[src/rtl/channel_arbiter.sv]
// channel_arbiter
//   Shares one bidirectional output channel among N requesters. If the channel
//   is not currently turned toward this router, the block asks channel control
//   for it (arb_req) and then grants one requester. That requester keeps the
//   grant until it pulses pkt_done.
//   Requesters flagged in hp_mask win over the rest. Requesters are also
//   promoted to high priority once they have waited AGE_MAX cycles.
//   Requesters in the same priority class share the channel round-robin.
//
// Ports
//   clk          single clock, rising edge
//   rst          synchronous active-high reset
//   channel_req  [N]   per-requester request level
//   hp_mask      [N]   1 = requester is high priority
//   chan_free          channel currently owned in our output direction
//   pkt_done           tail flit sent by the granted requester
//   arb_req            registered request to turn the channel toward us
//   grant        [N]   registered one-hot grant
//   grant_valid        |grant
//   grant_id     [$clog2(N)] index of the granted requester, 0 when idle
//
// state    | meaning
// IDLE     | no grant, nothing requested from channel control
// WAIT_DIR | requests pending, waiting for channel direction (arb_req=1)
// BUSY     | grant held until pkt_done
module channel_arbiter #(
    parameter int N       = 10,
    parameter int AGE_MAX = 15,
    localparam int IDW    = (N > 1) ? $clog2(N) : 1,
    localparam int AW     = $clog2(AGE_MAX + 1)
) (
    input  logic           clk,
    input  logic           rst,
    input  logic [N-1:0]   channel_req,
    input  logic [N-1:0]   hp_mask,
    input  logic           chan_free,
    input  logic           pkt_done,
    output logic           arb_req,
    output logic [N-1:0]   grant,
    output logic           grant_valid,
    output logic [IDW-1:0] grant_id
);

    typedef enum logic [1:0] {IDLE, WAIT_DIR, BUSY} state_t;

    state_t         state, state_nxt;
    logic [IDW-1:0] ptr;
    logic [AW-1:0]  age [N];
    logic [N-1:0]   hp_eff;
    logic [N-1:0]   cand;
    logic [N-1:0]   win_oh;
    logic [IDW-1:0] win_id;
    logic           win_found;
    logic           any_req;
    logic           load_grant;

    assign any_req     = |channel_req;
    assign grant_valid = |grant;

    // Candidate class: aged or flagged requesters if any exist, else everyone.
    always_comb begin
        hp_eff = '0;
        for (int i = 0; i < N; i++) begin
            hp_eff[i] = channel_req[i] & (hp_mask[i] | (age[i] == AW'(AGE_MAX)));
        end
        cand = (|hp_eff) ? hp_eff : channel_req;
    end

    // Round-robin search starting at ptr and wrapping past N-1.
    always_comb begin
        int idx;
        idx       = 0;
        win_oh    = '0;
        win_id    = '0;
        win_found = 1'b0;
        for (int k = 0; k < N; k++) begin
            idx = int'(ptr) + k;
            if (idx >= N) begin
                idx = idx - N;
            end
            if (!win_found && cand[idx]) begin
                win_found   = 1'b1;
                win_oh[idx] = 1'b1;
                win_id      = IDW'(idx);
            end
        end
    end

    always_comb begin
        state_nxt  = state;
        load_grant = 1'b0;
        case (state)
            IDLE: begin
                if (any_req) begin
                    if (chan_free) begin
                        load_grant = 1'b1;
                        state_nxt  = BUSY;
                    end else begin
                        state_nxt  = WAIT_DIR;
                    end
                end
            end
            WAIT_DIR: begin
                if (!any_req) begin
                    state_nxt = IDLE;
                end else if (chan_free) begin
                    load_grant = 1'b1;
                    state_nxt  = BUSY;
                end
            end
            BUSY: begin
                if (pkt_done) begin
                    state_nxt = IDLE;
                end
            end
            default: state_nxt = IDLE;
        endcase
    end

    always_ff @(posedge clk) begin
        if (rst) begin
            state    <= IDLE;
            grant    <= '0;
            grant_id <= '0;
            arb_req  <= 1'b0;
            ptr      <= '0;
            for (int i = 0; i < N; i++) begin
                age[i] <= '0;
            end
        end else begin
            state   <= state_nxt;
            arb_req <= (state_nxt == WAIT_DIR);

            if (load_grant) begin
                grant    <= win_oh;
                grant_id <= win_id;
                ptr      <= (win_id == IDW'(N - 1)) ? '0 : win_id + IDW'(1);
            end else if (state == BUSY && pkt_done) begin
                grant    <= '0;
                grant_id <= '0;
            end

            // The requester holding the grant does not age; it was cleared at load.
            for (int i = 0; i < N; i++) begin
                if (!channel_req[i] || (load_grant && win_oh[i])) begin
                    age[i] <= '0;
                end else if (!grant[i] && age[i] != AW'(AGE_MAX)) begin
                    age[i] <= age[i] + AW'(1);
                end
            end
        end
    end

endmodule

[config.mk]
export PLATFORM = sky130hd
export DESIGN_NAME = channel_arbiter
export DESIGN_NICKNAME = d
export VERILOG_FILES = /design/src/rtl/channel_arbiter.sv
export SDC_FILE = /design/constraint.sdc
export NUM_CORES = 1
export LEC_CHECK = 0
export ABC_AREA = 1
export CORE_MARGIN = 1
export CORE_UTILIZATION = 39
export CTS_CLUSTER_DIAMETER = 30
export CTS_CLUSTER_SIZE = 40
export DETAILED_ROUTE_END_ITERATION = 6
export SLEW_MARGIN = 20
export SYNTH_ARGS = -nofsm -noshare
export SYNTH_HDL_FRONTEND = slang
export SYNTH_SLANG_ARGS = --single-unit
[constraint.sdc]
create_clock -name clk -period 12.05 [get_ports clk]
set_input_delay 1.205 -clock clk [delete_from_list [all_inputs] [get_ports clk]]
set_output_delay 1.205 -clock clk [all_outputs]
set_load 0.02 [all_outputs]
# --- After elaboration in Yosys (flattened, before gate mapping) ---
# Memories as Yosys holds them, arrays and structs flattened.
# Cells that the tools add are included.
totals:
  regBits: 21
  mem_bits_rw: 40
  input_bits: 24
  out_inout_bits: 16
  wordCells: 420
  memories: 1
op_classes:
  add_sub_neg: 30
  magnitude_cmp: 30
  n_eq_ne: 24
  muxes: 196
  bitwise_logic: 49
  reduce_logical: 85
mem_list:
  columns: ["memory", "words", "word_bits", "read_ports", "rd_clocked_by_memory_dff", "wr", "line", "source"]
  rows:
  - ["age", 10, 4, 10, 0, 10, "48", "logic [AW-1:0] age [N];"]
op_table:
  columns: ["cell", "n"]
  rows:
  - ["$ge A32 B1 Y1 const B", 10]
  - ["$lt A32 B6 Y1 const B", 10]
  - ["$mux W32", 10]
  - ["$mux W4", 33]
  - ["$mux W10", 13]
  - ["$mux W1", 114]
  - ["$or A10 B10 Y10", 9]
  - ["$sub A5 B4 Y6 const B", 9]
  - ["$ge A5 B4 Y1 const B", 9]
  - ["$add A4 B1 Y4 const B", 11]
  - ["$eq A4 B4 Y1 const B", 11]
  - ["$bmux W1 S4", 10]
  - ["$demux W1 S4", 10]
  - ["$logic_and A1 B1 Y1", 40]
  - ["$ne A4 B4 Y1 const B", 10]
  - ["$or A1 B1 Y1", 30]
  - ["$reduce_or A10 Y1", 3]
  - ["$logic_not A1 Y1", 29]
  - ["$add A4 B3 Y5 const B", 4]
  - ["$add A4 B2 Y5 const B", 2]
  - ["$add A4 B4 Y5 const B", 2]
  - ["$and A1 B1 Y1", 10]
  - ["$logic_or A1 B1 Y1", 10]
  - ["$mux W2", 5]
  - ["other kinds (9)", 10]

# --- Logic depth before layout (Yosys ltp) ---
depth:
  word_depth: 43
  depth_mapped: 34
  depth_no_buf: 30

# --- Worst setup path before layout ---
# Ideal clock, no wire load.
synth_path:
  path_type: "flip-flop to flip-flop"
  startpoint: "register ptr[0]"
  endpoint: "memory age[9][0] (netlist bit), enable pin"
  setup_time_ns: 0.312
  arrival_time_ns: 4.191
  required_ns: 11.738
  slack_ns: 7.546
  path_stages_with_launch: 29
  path_buffers: 5
  synth_period_minus_slack_ns: 4.504
  cell_sequence: "dfxtp_1 buf_4 inv_2 buf_4 buf_2 buf_1 buf_1 ha_1 inv_2 ha_1 inv_1 xor2_1 inv_1 nand2_1 nand2_1 nand2_1 inv_2 nand3_1 nand3_2 nand2_1 nor2_1 nand4_1 nor2_1 nand3_1 o21ai_0 nor2_1 o211ai_1 nand2_1 nand3_1"
synth_lines:
  columns: ["item", "line", "source"]
  rows:
  - ["start, declared", "47", "logic [IDW-1:0] ptr;"]
  - ["start signal, assigned", "137", "ptr <= (win_id == IDW'(N - 1)) ? '0 : win_id + IDW'(1);"]
  - ["end, declared", "48", null]

==> flow_metrics.py <==
metrics = {
    "floorplan": {
        "die_area_mm2": 0.0185,
        "coreArea_mm2": 0.0174,
        "initial_utilization": 0.403,
        "rows": 48,
        "die_w_um": 136,
        "die_height_um": 136,
        "io_pins": 40,
    },
    "critical_path": {
        "path_buf_inv": 6,
        "rr_endpoint": "age[9][0]",
        "path_class": "flip-flop to flip-flop",
        "worstSetupStartpointType": "flip-flop",
        "max_stage_delay_ns": 0.52,
        "r2r_slack_ns": 7.04,
        "rr_startpoint": "ptr[0]",
        "critPathRequiredTime_ns": 12.07,
        "crit_slowest_cell": "ha_1",
        "end_kind": "flip-flop",
        "crit_fanout": 49,
        "cp_cell_sequence": "buf_4 -> inv_2 -> ha_1 -> inv_2 -> ha_1 -> inv_1 -> xor2_1 -> inv_1 -> nand2_1 -> nand2_1 -> nand2_1 -> inv_2 -> nand3_1 -> nand3_2 -> nand2_1 -> nor2_1 -> nand4_1 -> nor2_1 -> nand3_1 -> o21ai_0 -> nor2_1 -> o211ai_1 -> nand2_1 -> nand3_1",
        "cp_top_family": "simple AND/OR/NAND/NOR gates",
        "critPathArrivalTime_ns": 5.03,
        "cp_common_cell": "nand2_1",
        "reg2regPathDepth": 24,
    },
    "synthesis": {
        "ys_ff_latch": 61,
        "synth-main-ff-cell": "edfxtp_1",
        "synth_top_area_share": 0.171,
        "synth_area_leaders": "edfxtp_1 (17%), nand2_1 (14%), nand3_1 (9.2%)",
        "synth-edff-count": 40,
        "yosysTopAreaCell": "edfxtp_1",
        "synth_cell_types": 53,
        "syn_area_per_cell_um2": 6.35,
        "synth-async-reset-ratio": 0,
        "synthesis.nets": 1163,
        "yosys_warnings": 0,
        "ys_seq_area_frac": 0.231,
        "syn_inst": 1105,
        "netlist_area_mm2": 0.00702,
    },
    "sta": {
        "slew_headroom": 0.480,
        "finalMaxSlewViolations": 0,
        "tightest_slew_ns": 0.778,
        "skew_ns": 0.0100,
        "rsz0062_at_grt": "no",
        "finalSetupViolations": 0,
        "period_needed_ns": 5.01,
        "fin_crit_sh": 0.416,
        "fmax_mhz": 200,
        "fin_setup_tns_ns": 0,
        "hold_viol_final": 0,
    },
    "route": {
        "viasPerCell": 5.42,
        "drt_iter0_drc": 749,
        "drt-total-wl_um": 22900,
        "drc": 0,
        "dr.pass1.iters": 5,
        "wire_per_inst_um": 16.7,
        "vias": 7441,
        "ant_nets": 0,
    },
    "finish": {
        "multi_input_area_mm2": 0.00472,
        "fin_nets": 1200,
        "drive_above_1_share": 0.107,
        "fin_cells": 1372,
        "layout_commonest_cell": "nand2_1",
        "fillerInstances": 1799,
        "regArea_mm2": 0.00162,
        "antenna_cells": 0,
        "area_growth_pct": 13.8,
        "layout_common_cells": "nand2_1 (255), nor2_1 (168), nand3_1 (129)",
    },
    "clock_tree": {
        "cts_buffers": 9,
        "ctsHoldBuffers": 0,
        "cts_tree": "built",
        "cts_root_buf": "clkbuf_16",
        "ctsResizeCount": 0,
        "insertion_delay_ns": 0.33,
        "cts.clk_slew.worst_paths_ns": 0.05,
        "htree_levels": 3,
        "post_cts_buffers": 0,
        "clock-sinks": 61,
        "cts.path.max_buffers": 2,
    },
    "global_route": {
        "grt_max_degree": 50,
        "grt_pass1_wl_um": 36000,
        "grt_overflow_total": 0,
        "grt_use_total": 0.253,
        "grt_pass1_vias": 6857,
        "antenna_found_initial": 0,
    },
    "placed_design": {
        "numPortBuffers": 39,
        "post-place-cells": 1356,
        "place.gp.congestion": 1.00,
        "dpl.hpwl_um": 18600,
    },
    "hold_path": {
        "hold_end": "grant_id[1]",
        "hold_path_class": "flip-flop to flip-flop",
        "hold_path_depth": 2,
        "hold_start": "grant_id[1]",
    },
    "outcome": {
        "status": "complete, no violations",
    },
    "job": {
        "maxCapViolCount": 0,
    },
}
## Yosys cell counts, types with 3 or more instances
cell,number
nor2_4,6
xnor2_1,12
o21ai_4,3
nand2_1,255
o22ai_1,3
buf_4,3
nor2_1,168
xor2_1,15
nand3_1,129
a21oi_1,34
nand3_2,10
dfxtp_1,21
buf_2,5
nand4_1,52
o211ai_1,7
nor2_2,10
nand2_2,13
a31oi_1,4
ha_1,33
nor3_1,20
inv_2,29
edfxtp_1,40
o21ai_2,7
nor3_2,4
nand3b_2,3
o21ai_1,11
nor4_1,8
o21ai_0,28
clkbuf_1,6
inv_1,126
xor2_2,3
buf_1,3
nand2_4,3
nand3b_1,7
## cell type report
cell class,instances,area share
timing repair buffer,44,0.0536
clock buffer,11,0.0304
multi-input combinational,870,0.591
inverter,156,0.0739
clock inverter,5,0.0124
tap,225,0.0352
sequential,61,0.203
## worst reg2reg max path: stages, from the launching register on
cell and delay (ns):
dfxtp_2 0.31, buf_4 0.46, inv_2 0.37, ha_1 0.53
inv_2 0.28, ha_1 0.26, inv_1 0.07, xor2_1 0.17
inv_1 0.07, nand2_1 0.04, nand2_1 0.09, nand2_1 0.09
inv_2 0.09, nand3_1 0.11, nand3_2 0.16, nand2_1 0.10
nor2_1 0.18, nand4_1 0.20, nor2_1 0.29, nand3_1 0.12
o21ai_0 0.16, nor2_1 0.08, o211ai_1 0.12, nand2_1 0.15
nand3_1 0.22
## state kept, by name, indices dropped and copies added (netlist names)
register,count
age,40
grant,10
grant_id,4
ptr,4
state,2
arb_req,1
## cell families after synthesis
kind of cell	after synthesis	share of synthesized area
buf+inv	174	0.0973
xor+xnor	31	0.0446
flops	61	0.231
fa+ha+maj	34	0.0617
simple gates	697	0.469
compound gates	108	0.0965
## layer usage
metal,track usage,vias up,part of all wire
li1,-,3752,-
met1,0.337,3347,0.45
met2,0.411,292,0.44
met3,0.0231,50,0.058
met4,0.120,0,0.045
met5,0,-,0
## through the flow
stage / setup WS (ns) / hold slack, ns / utilization / instance area [um2]
CTS: 7.02 / 0.468 / 0.458 / 7980
floorplan: 7.55 / 0.469 / - / 7020
global placement: 7.00 / 0.452 / 0.439 / 7640
finish: 7.04 / 0.467 / 0.459 / 7990
detailed placement: 7.02 / 0.460 / 0.439 / 7640
global route: 6.59 / 0.491 / 0.459 / 7990
## how the worst max path moves through the flow
| stage | startpoint | to | slack, ns | depth (start not counted) |
|---|---|---|---|---|
| 2_1_floorplan | ptr[0] | age[9][0] | 7.55 | 28 |
| 3_3_place_gp | ptr[0] | age[9][2] | 7.00 | 24 |
| 3_5_place_dp | ptr[0] | age[9][1] | 7.02 | 24 |
| 4_1_cts | ptr[0] | age[9][2] | 7.02 | 24 |
| 5_1_grt | ptr[0] | age[9][0] | 6.59 | 24 |
| 6_report | ptr[0] | age[9][0] | 7.04 | 24 |
Power is not shown: default switching activity piles up to over one toggle a cycle in this logic, so the estimate is an artifact.
